File: config.mk
export PLATFORM = sky130hd
export DESIGN_NAME = uart_tx_feeder
export DESIGN_NICKNAME = d
export VERILOG_FILES = /design/src/rtl/uart_tx_feeder.sv
export SDC_FILE = /design/constraint.sdc
export NUM_CORES = 1
export LEC_CHECK = 0
export BUFFER_PORTS_ARGS = -buffer_cell sky130_fd_sc_hd__buf_2
export CAP_MARGIN = 20
export CORE_ASPECT_RATIO = 0.7
export CORE_MARGIN = 8
export CORE_UTILIZATION = 30
export DETAILED_ROUTE_END_ITERATION = 10
export GPL_TIMING_DRIVEN = 0
export PLACE_DENSITY = 0.52
export REMOVE_ABC_BUFFERS = 1
export SETUP_SLACK_MARGIN = 0.5
export SYNTH_ARGS = -nofsm -noshare
export SYNTH_HDL_FRONTEND = slang
export SYNTH_SLANG_ARGS = --single-unit
File: constraint.sdc
create_clock -name clk -period 10.2 [get_ports clk]
set_input_delay 2.04 -clock clk [delete_from_list [all_inputs] [get_ports clk]]
set_output_delay 2.04 -clock clk [all_outputs]
set_load 0.005 [all_outputs]
File: src/rtl/uart_tx_feeder.sv
// uart_tx_feeder: small word FIFO in front of the 128-bit UART transmit path.
// Hands out one word per transfer, enforces a recovery gap after each
// transfer and aborts transfers whose completion never arrives.
module uart_tx_feeder #(
   parameter int unsigned DEPTH      = 4,
   parameter int unsigned GAP_CYCLES = 16,
   parameter int unsigned TIMEOUT    = 4096
) (
   input  logic                     clk,
   input  logic                     reset,
   input  logic                     wr_valid,
   input  logic [127:0]             wr_data,
   output logic                     wr_ready,
   output logic [127:0]             data_in,
   output logic                     en_tx,
   input  logic                     u_tx_done,
   output logic [$clog2(DEPTH):0]   fifo_count,
   output logic                     busy,
   output logic [15:0]              sent_count,
   output logic                     tx_timeout
);

   localparam int unsigned DW = 128;
   localparam int unsigned AW = $clog2(DEPTH);
   localparam int unsigned CW = AW + 1;
   localparam int unsigned TW = $clog2(TIMEOUT + 1);
   localparam int unsigned GW = $clog2(GAP_CYCLES + 1);
   localparam int unsigned SW = 16;

   typedef enum logic [1:0] {
      S_IDLE = 2'd0,
      S_SEND = 2'd1,
      S_GAP  = 2'd2
   } state_e;

   // FIFO storage and bookkeeping
   logic [DW-1:0] mem_q [DEPTH];
   logic [AW-1:0] wr_ptr_q, wr_ptr_d;
   logic [AW-1:0] rd_ptr_q, rd_ptr_d;
   logic [CW-1:0] count_q, count_d;
   logic          push_c;
   logic          pop_c;

   // FSM and registered outputs
   state_e        state_q, state_d;
   logic          en_tx_q, en_tx_d;
   logic [DW-1:0] data_in_q, data_in_d;
   logic [TW-1:0] timer_q, timer_d;
   logic [GW-1:0] gap_q, gap_d;
   logic [SW-1:0] sent_q, sent_d;
   logic          tx_timeout_q, tx_timeout_d;

   assign wr_ready   = (count_q < CW'(DEPTH));
   assign push_c     = wr_valid & wr_ready;
   assign busy       = (state_q != S_IDLE) || (count_q != '0);
   assign fifo_count = count_q;
   assign data_in    = data_in_q;
   assign en_tx      = en_tx_q;
   assign sent_count = sent_q;
   assign tx_timeout = tx_timeout_q;

   // Next-state and output logic for the transfer sequencer
   always_comb begin
      state_d      = state_q;
      en_tx_d      = en_tx_q;
      data_in_d    = data_in_q;
      timer_d      = timer_q;
      gap_d        = gap_q;
      sent_d       = sent_q;
      tx_timeout_d = 1'b0;
      pop_c        = 1'b0;

      case (state_q)
         S_IDLE: begin
            if (count_q != '0) begin
               pop_c     = 1'b1;
               data_in_d = mem_q[rd_ptr_q];
               en_tx_d   = 1'b1;
               timer_d   = '0;
               state_d   = S_SEND;
            end
         end
         S_SEND: begin
            if (u_tx_done) begin
               // completion wins over a coincident timeout
               en_tx_d = 1'b0;
               sent_d  = sent_q + SW'(1);
               gap_d   = '0;
               state_d = S_GAP;
            end else if (timer_q == TW'(TIMEOUT - 1)) begin
               en_tx_d      = 1'b0;
               tx_timeout_d = 1'b1;
               gap_d        = '0;
               state_d      = S_GAP;
            end else begin
               timer_d = timer_q + TW'(1);
            end
         end
         S_GAP: begin
            // counter saturates so a sticky done simply stretches the gap
            if (gap_q == GW'(GAP_CYCLES - 1)) begin
               if (!u_tx_done) begin
                  state_d = S_IDLE;
               end
            end else begin
               gap_d = gap_q + GW'(1);
            end
         end
         default: begin
            state_d = S_IDLE;
            en_tx_d = 1'b0;
         end
      endcase
   end

   // FIFO pointer and occupancy next-state
   always_comb begin
      wr_ptr_d = wr_ptr_q;
      rd_ptr_d = rd_ptr_q;
      count_d  = count_q;
      if (push_c) begin
         wr_ptr_d = wr_ptr_q + AW'(1);
      end
      if (pop_c) begin
         rd_ptr_d = rd_ptr_q + AW'(1);
      end
      case ({push_c, pop_c})
         2'b10:   count_d = count_q + CW'(1);
         2'b01:   count_d = count_q - CW'(1);
         default: count_d = count_q;
      endcase
   end

   // Sequencer state and registered outputs
   always_ff @(posedge clk) begin
      if (reset) begin
         state_q      <= S_IDLE;
         en_tx_q      <= 1'b0;
         data_in_q    <= '0;
         timer_q      <= '0;
         gap_q        <= '0;
         sent_q       <= '0;
         tx_timeout_q <= 1'b0;
      end else begin
         state_q      <= state_d;
         en_tx_q      <= en_tx_d;
         data_in_q    <= data_in_d;
         timer_q      <= timer_d;
         gap_q        <= gap_d;
         sent_q       <= sent_d;
         tx_timeout_q <= tx_timeout_d;
      end
   end

   // FIFO pointers and occupancy
   always_ff @(posedge clk) begin
      if (reset) begin
         wr_ptr_q <= '0;
         rd_ptr_q <= '0;
         count_q  <= '0;
      end else begin
         wr_ptr_q <= wr_ptr_d;
         rd_ptr_q <= rd_ptr_d;
         count_q  <= count_d;
      end
   end

   // FIFO storage write port; contents are don't-care while empty
   always_ff @(posedge clk) begin
      if (push_c) begin
         mem_q[wr_ptr_q] <= wr_data;
      end
   end

endmodule

==> impl_metrics.ini, run 1 <==
[drt]
wl_per_cell_um = 19.7
routed_wl_um = 58800
vias = 13800
ant_nets = 0
drc = 0
via_per_inst = 4.62
dr.pass1.iters = 5
drt_iter0_markers = 711

[floorplanning]
dieArea_sq_um = 93300
io_pins = 283
num_rows = 88
start_util_pct = 30.4
die_h_um = 258
core_area_sq_um = 82700
dieWidth_um = 362

[flow_run]
cap_viol_max_count = 0

[yosys]
syn_inst = 1501
synthTopCellsByArea = edfxtp_1, dfxtp_1, mux4_2
synth_top_family_by_area = multiplexers
yosys.area_share.simple_pct = 6.58
synth_xor_area_share_pct = 0.488
yosysSeqAreaShare_pct = 75.0
synth_warnings = 0
synth_compound_area_share_pct = 4.06
synthMuxAreaShare_pct = 11.6
yosys.area_share.adder_pct = 0.528
syn_area_per_cell_sq_um = 16.7
synth-seq-cells = 685
synth.largest_area_cell = edfxtp_1
synth_edf_count = 512
netlist_area_sq_um = 25100
synthArstFlopShare_pct = 0
synth_ff_type = edfxtp_1
synth_cell_types = 52
yosys.area.top_type_share_pct = 61.2

[cells_and_area]
final_nets = 1933
layout-drive-gt1-share_pct = 30.5
layout_commonest_cell = edfxtp_1
layout_common_cells = edfxtp_1, buf_2, nand2_1
design_area_sq_um = 30600
nFillCells = 7801
area_growth_pct = 21.7
final_cells = 2978

[timing]
max_freq_mhz = 262
rsz0062_at_grt = false
hold_violations = 0
tns_ps = 0
worst_slew_pin_slew_ps = 871
timing.slew.headroom_pct = 41.9
skew_ps = 13.9
post-route-min-period_ps = 3820
post-route-period-util_pct = 37.5
slew_violations = 0
finalSetupViolCount = 0

[clock_network]
clkTransAtPathRegs_ps = 60
cts_setup_buffers = 0
cts_inserted_buffers = 71
cts_resized = 0
cts.path.max_buffers = 3
clock_latency_ps = 600
cts_sinks = 685
htreeDepth = 3
hold_buffers = 0
cts_tree = yes
root_buffer = clkbuf_16

[setup_path]
cp.required_ps = 10720
ff2ff_path_depth = 11
cp-end-kind = flop
cp_max_fo = 68
worstSetupPathType = flop to flop
cp-start-kind = flop
worstPathArrival_ps = 4340

[place]
io_buffers = 282
routabilityCongestion = 0.721
detailed_place_hpwl_um = 34600
numPlacedInstances = 2842
place_area_sq_um = 28100

[global_routing]
track_usage_pct = 12.4
antenna_found_initial = 14
grt_max_degree = 95
grt_overflow_total = 0
grt_pass1_vias = 14200
grt_pass1_wl_um = 88500

[hold_path]
min_path_cells = 2
hold_path.class = flop to flop

[outcome]
status = completed

[power_and_ir_drop]
peakVddDrop_v = 0.000356
power.leakage_uw = 0.0104
p_total_uw = 8480
p_per_area_nw_per_um2 = 278
-- power breakdown --
group,leakage (uW),internal (uW),total (uW),switching (uW)
Combinational,0.00312,918,2140,1220
Sequential,0.00611,3460,3680,220
Clock,0.00120,1590,2670,1080
-- stage by stage --
| step | utilization (%) | hold WS [ps] | setup WS, ps |
|---|---|---|---|
| floorplan | - | 447 | 3920 |
| global placement | 33.3 | 438 | -2770 |
| detailed placement | 34.0 | 443 | 6040 |
| CTS | 36.9 | 452 | 6180 |
| global route | 36.9 | 471 | 6020 |
| finish | 37.0 | 449 | 6380 |
-- kinds of logic after synthesis --
group / Yosys count
DFF: 685
xor gates and xnor gates: 14
adders and majority gates: 10
AOI/OAI and AO/OA: 180
buffers and inverters: 104
muxes: 131
and+or+nand+nor: 377
-- routing by layer --
layer,vias to the layer above,share of wire [%],global-route usage [%]
li1,6335,-,-
met1,7018,43,15.4
met2,301,49,20.9
met3,94,6.3,3.94
met4,20,1.8,3.16
met5,-,0.23,0
-- state kept, by name, indices dropped and copies added, names as in the netlist, 2 cells and up --
name,flops
rd_ptr_q,2
state_q,2
timer_q,13
data_in,128
sent_count,16
mem_q,512
wr_ptr_q,2
gap_q,5
fifo_count,3
-- area by class of cell --
type / count / area (sq um) / area share [%]
multi-input combinational: 712 / 5860 / 19.2
tap: 1125 / 1410 / 4.61
clock inverter: 31 / 399 / 1.31
sequential: 685 / 18800 / 61.7
antenna: 4 / 10.0 / 0.0328
inverter: 20 / 80.1 / 0.262
clock buffer: 100 / 2040 / 6.67
timing repair buffer: 301 / 1920 / 6.27
-- worst paths after layout --
path	from	end	slack, ps
max	state_q[0]	fifo_count[2]	6380
min	data_in[61]	data_in[61]	450
max reg2reg	state_q[0]	fifo_count[2]	6380
min reg2reg	data_in[61]	data_in[61]	450
-- synthesized netlist by cell type (all sizes together), types with 3 or more instances --
| master | instances |
|---|---|
| xor2 | 7 |
| mux4 | 128 |
| a31oi | 4 |
| nand2 | 269 |
| and2 | 6 |
| edfxtp | 512 |
| nand3 | 15 |
| or3 | 3 |
| inv | 20 |
| dfxtp | 173 |
| xnor2 | 7 |
| o31ai | 3 |
| nor3 | 9 |
| o21ai | 5 |
| nor4 | 5 |
| buf | 29 |
| clkbuf | 55 |
| nor2 | 29 |
| or4 | 6 |
| o211ai | 19 |
| ha | 9 |
| nand2b | 3 |
| nor3b | 3 |
| nor2b | 4 |
| nand4 | 12 |
| a21oi | 144 |
| nand3b | 3 |
-- critical path, stage by stage, from the launching register on --
cell and delay (ps):
dfxtp_1 420, nor2_1 340, nand2_4 380, buf_16 360, inv_6 480, buf_16 320
ha_1 270, inv_1 60, fa_1 370, xor2_1 160, or3_1 310, a21oi_1 140
Power figures use the tool's default switching activity.
==> inputs of run 2 (changes only) <==
- clock period: 10.2 -> 3.9 ns (I/O delays scaled with it)
==> run 2 against run 1 <==
Net effect: via count up 0.49%; register-to-register slack got worse by 5600 ps; fmax is 22% higher; sequential power grew to 2.6 times the previous value; clock power grew to 2.6 times the previous value; first-iteration DRC count up 8.0%; critical endpoint unchanged.
==> impl_metrics.ini, run 2 (synthesis gave the netlist of run 1 again) <==
[hold_path]
hold_path.class = input pin to flop
min_to = mem_q[3][119]
min_path_cells = 1
min_from = wr_data[119]

[place]
detailed_place_hpwl_um = 34600
io_buffers = 282
place_area_sq_um = 28100
routabilityCongestion = 0.721

[clock_network]
cts_inserted_buffers = 71
clock_latency_ps = 610
htreeDepth = 3
root_buffer = clkbuf_16
cts_sinks = 685
cts_setup_buffers = 0
cts_tree = yes
clkTransAtPathRegs_ps = 60
cts.path.max_buffers = 3

[floorplanning]
dieWidth_um = 362
core_area_sq_um = 82700
num_rows = 88
die_h_um = 258
dieArea_sq_um = 93300
start_util_pct = 30.4
io_pins = 283

[setup_path]
ff2ff_path_depth = 11
cp_max_fo = 68
cp-end-kind = flop
timing.rr.start = fifo_count[2]
cp-start-kind = flop
worstSetupPathType = flop to flop
r2r_slack_ps = 770
cp.required_ps = 4420
worstPathArrival_ps = 3650
worstReg2RegEnd = fifo_count[2]

[drt]
ant_nets = 0
wl_per_cell_um = 20.2
via_per_inst = 4.64
vias = 13800
drt_iter0_markers = 768
routed_wl_um = 60100
drc = 0
dr.pass1.iters = 4

[timing]
timing.slew.headroom_pct = 40.8
skew_ps = 14.2
rsz0062_at_grt = false
holdWs_ps = 386
post-route-period-util_pct = 80.2
slew_violations = 0
max_freq_mhz = 320
post-route-min-period_ps = 3130
worst_slew_pin_slew_ps = 888
hold_violations = 0
finalSetupViolCount = 0

[global_routing]
grt_pass1_wl_um = 89400
track_usage_pct = 12.5
grt_pass1_vias = 14300
antenna_found_initial = 15
grt_overflow_total = 0
grt_max_degree = 95

[power_and_ir_drop]
power.leakage_uw = 0.0105
p_int_uw = 15700
pwr-share-comb_pct = 26.1
clkPwrFrac_pct = 31.1
p_seq_share_pct = 42.8
p_sw_uw = 6740
peakVddDrop_v = 0.000561
p_per_area_nw_per_um2 = 733
swShare_pct = 30.0

[cells_and_area]
layout_commonest_cell = edfxtp_1
final_nets = 1935
design_area_sq_um = 30700
regMostFlops = mem_q
layout-drive-gt1-share_pct = 30.6
area_growth_pct = 22.1
largest_register_ffs = 512
layout_common_cells = edfxtp_1, buf_2, nand2_1

[outcome]
status = completed

[flow_run]
cap_viol_max_count = 0
run 2: cell types whose count changed in the layout (fill, tap and decap cells not counted):
| cell | previous run | this run |
|---|---|---|
| diode_2 | 4 | 6 |
| bufbuf_16 | 0 | 1 |
| clkbuf_16 | 74 | 75 |
| clkinv_16 | 0 | 1 |
| inv_6 | 4 | 3 |
| nand2_4 | 1 | 0 |
| nand2_8 | 0 | 1 |
| nor2_1 | 29 | 28 |
| nor2_4 | 0 | 1 |
run 2: power groups by stage:
stage | sequential (uW) | combinational [uW] | clock [uW]
after global routing | 9760 | 6510 | 7520
after detailed placement | 9800 | 5820 | 0
after floorplan | 10100 | 2940 | 0
after CTS | 9650 | 6030 | 7250
final | 9620 | 5860 | 6980
after global placement | 9880 | 3520 | 0
run 2: worst max-delay path, stage by stage (launching register included):
cell and delay (ps):
dfxtp_1 460, or3_1 280, nand2_8 250, buf_16 280, clkinv_16 180, buf_16 230, ha_1 230, inv_1 60
fa_1 370, xor2_1 160, or3_1 310, a21oi_1 140
run 2: repair_timing:
item | 4_1_cts | 5_1_grt
gates cloned | 1 | 1
setup endpoints to repair | 2 | 1
hold buffers | 0 | 0
gates resized for setup | 5 | 2
run 2: per-stage QoR:
| step | cells | util, % | setup WS (ps) | power (uW) | TNS [ps] |
|---|---|---|---|---|---|
| floorplan | 1417 | - | -2380 | 13000 | -693490 |
| global placement | 2824 | 33.3 | -9070 | 13400 | -3242390 |
| detailed placement | 2842 | 34.0 | -106 | 15600 | -106 |
| CTS | 2974 | 37.0 | 515 | 22900 | 0 |
| global route | 2976 | 37.1 | 547 | 23800 | 0 |
| finish | 2982 | 37.1 | 771 | 22500 | 0 |
run 2: worst max-delay path by stage:
stage | start | to | slack [ps] | cells after the start
6_report | fifo_count[2] | fifo_count[2] | 770 | 11
5_1_grt | fifo_count[2] | fifo_count[2] | 550 | 11
4_1_cts | state_q[0] | fifo_count[2] | 520 | 11
3_5_place_dp | state_q[0] | fifo_count[2] | -110 | 11
3_3_place_gp | fifo_count[2] | fifo_count[2] | -9070 | 9
2_1_floorplan | rd_ptr_q[0] | data_in[0] | -2380 | 3
run 2: cell type report:
class                      instances  area [sq um]
inverter                          20           101
multi-input combinational        712          5880
fill                            7796         52000
tap                             1125          1410
timing repair buffer             303          1970
sequential                       685         18800
clock inverter                    31           399
clock buffer                     100          2040
antenna                            6          15.0
run 2: routing by layer:
metal	up-vias	global-route usage, %	routed length [um]
li1	6336	-	-
met1	7065	15.6	25800
met2	323	21.2	29200
met3	91	3.98	3970
met4	20	3.09	1060
met5	-	0	129
==> inputs of run 3 (changes only) <==
- ABC_AREA: not set -> 1
- PLACE_DENSITY: 0.52 -> 0.54
- clock period: 3.9 -> 2.75 ns (I/O delays scaled with it)
==> run 3 against run 2 <==
Net effect: total power rose by 41%; global-route usage up 1.5 points; flip-flop and latch count did not move; utilization increased by 0.093 points; largest cell class unchanged; area after synthesis is 2.1% higher; synthesized cell count is 45% higher.
==> impl_metrics.ini, run 3 <==
[hold_path]
hold_path.class = input pin to flop

[power_and_ir_drop]
p_per_area_nw_per_um2 = 1010
peakVddDrop_v = 0.000464
power.leakage_uw = 0.0112

[yosys]
synth_edf_count = 512
synth_most_common_cell = nor2_1
synth_ff_type = edfxtp_1
syn_area_per_cell_sq_um = 11.8
synth_cell_types = 34
synth_warnings = 0
yosys.area.top_type_share_pct = 60.0
synth-seq-cells = 685
netlist_area_sq_um = 25600
yosys-top-cells-count = nor2_1, edfxtp_1, o21ai_0, dfxtp_1, a31oi_1
synthArstFlopShare_pct = 0
synthTopCellsByArea = edfxtp_1, dfxtp_1, nor2_1
synth.largest_area_cell = edfxtp_1
yosysSeqAreaShare_pct = 73.5
syn_inst = 2171

[drt]
m1WireLength_um = 30400
ant_nets = 0
vias = 17300
drc = 0
routed_wl_um = 69300
dr.pass1.iters = 5
wl_met3_um = 4750
wl_per_cell_um = 19.0
drt_iter0_markers = 1073
highest_layer = met5
wl_met2_um = 32600
via_per_inst = 4.74

[setup_path]
cp-end-kind = primary output
critPathBufInv = 1
cp_max_fo = 3
path_cells = nor3_2 -> nand2_1 -> buf_2
crit_family = simple AND/OR/NAND/NOR gates
cp.required_ps = 2200
critical_path.slowest_cell = dfxtp_1
r2r_slack_ps = 630
worstSetupPathType = flop to primary output
worstPathArrival_ps = 1570
critPathMaxStageDelay_ps = 330
cp-start-kind = flop

[timing]
holdWs_ps = 148
finalSetupViolCount = 0
skew_ps = 14.8
slew_violations = 0
worst_slew_pin_slew_ps = 797
layout_setup_ws_ps = 631
tns_ps = 0
timing.slew.headroom_pct = 46.8
post-route-period-util_pct = 77.1
max_freq_mhz = 472
rsz0062_at_grt = false
post-route-min-period_ps = 2120
hold_violations = 0

[cells_and_area]
final_nets = 2593
largest_register_ffs = 512
regMostFlops = mem_q
nFillCells = 8062
layout_commonest_cell = nor2_1
layout_common_cells = nor2_1, edfxtp_1, o21ai_0
layout-drive-gt1-share_pct = 18.5
area_growth_pct = 22.5

[clock_network]
clkTransAtPathRegs_ps = 60
cts_tree = yes
cts.path.max_buffers = 3
hold_buffers = 0
root_buffer = clkbuf_16
clock_latency_ps = 610
cts_sinks = 685
htreeDepth = 3
cts_inserted_buffers = 70

[global_routing]
grt_max_degree = 108
grt_overflow_total = 0
grt_pass1_wl_um = 102000
track_usage_pct = 14.0
antenna_found_initial = 15
grt_pass1_vias = 17000

[floorplanning]
die_h_um = 261
num_rows = 89
dieArea_sq_um = 95200
start_util_pct = 30.3
io_pins = 283
dieWidth_um = 365
core_area_sq_um = 84500

[place]
detailed_place_hpwl_um = 40300
routabilityCongestion = 0.751
io_buffers = 282
place_ws_ps = -239

[flow_run]
cap_viol_max_count = 0

[outcome]
status = completed
run 3: changes by cell type in the layout (fill, tap and decap cells not counted), moves of 21 or more:
cell	before	now
o21ai_0	4	394
a31oi_1	4	128
buf_12	1	22
inv_1	19	50
mux4_2	128	0
nor2_1	28	557
nand2_1	268	88
a21oi_1	144	37
run 3: final cells by class:
cell class                 instances  area (sq um)  share of cell area, %
sequential                       685         18800                   60.0
multi-input combinational       1296          6060                   19.3
timing repair buffer             343          2570                   8.17
clock buffer                      94          1880                   5.99
tap                             1137          1420                   4.53
clock inverter                    34           385                   1.23
inverter                          55           234                  0.745
antenna                            6          15.0                 0.0478
run 3: per-layer routing:
| metal | GRT usage (%) | up-vias |
|---|---|---|
| met3 | 4.08 | 127 |
| met1 | 17.9 | 8442 |
| met2 | 23.1 | 413 |
| met5 | 0 | - |
| met4 | 3.85 | 18 |
| li1 | - | 8283 |
run 3: final timing paths:
check,startpoint,endpoint,depth (start not counted)
max reg2reg,fifo_count[2],data_in[39],10
min reg2reg,en_tx,en_tx,2
min,wr_data[78],mem_q[1][78],1
max,fifo_count[2],busy,3
run 3: what timing repair did:
| action | CTS | global route |
|---|---|---|
| buffers inserted | 14 | 5 |
| hold endpoints to repair | 0 | 0 |
| gates cloned | 2 | 0 |
| resized for setup | 4 | 3 |
| pin swaps | 3 | 0 |
| setup endpoints to repair | 373 | 78 |
run 3: cell families after synthesis:
group | after synthesis | share of synthesized area [%]
buffers and inverters | 191 | 3.11
adder cells (fa/ha/maj) | 10 | 0.517
flip-flops | 685 | 73.5
AO/OA/AOI/OAI | 566 | 11.7
AND/OR/NAND/NOR | 717 | 11.1
XOR/XNOR | 2 | 0.0683
run 3: through the flow:
step / cell area (sq um) / std cells / total power (uW) / util (%)
after floorplan: 25100 / 2035 / 17700 / -
after global placement: 27900 / 3454 / 17000 / 33.0
after detailed placement: 28900 / 3495 / 22200 / 34.1
after CTS: 31300 / 3639 / 32000 / 37.0
after global routing: 31400 / 3644 / 33500 / 37.2
final: 31400 / 3650 / 31600 / 37.2
run 3: worst reg2reg max path: cells and delay by family, from the launching register on:
| family | cells | cell delay (ps) |
|---|---|---|
| buf+inv | 6 | 1060 |
| simple gates | 2 | 410 |
| flops | 1 | 330 |
| compound gates | 2 | 220 |
run 3: where the power goes:
part	switching (uW)	internal [uW]
registers	642	12700
logic	5700	3250
clock network	4050	5270
total	10400	21200
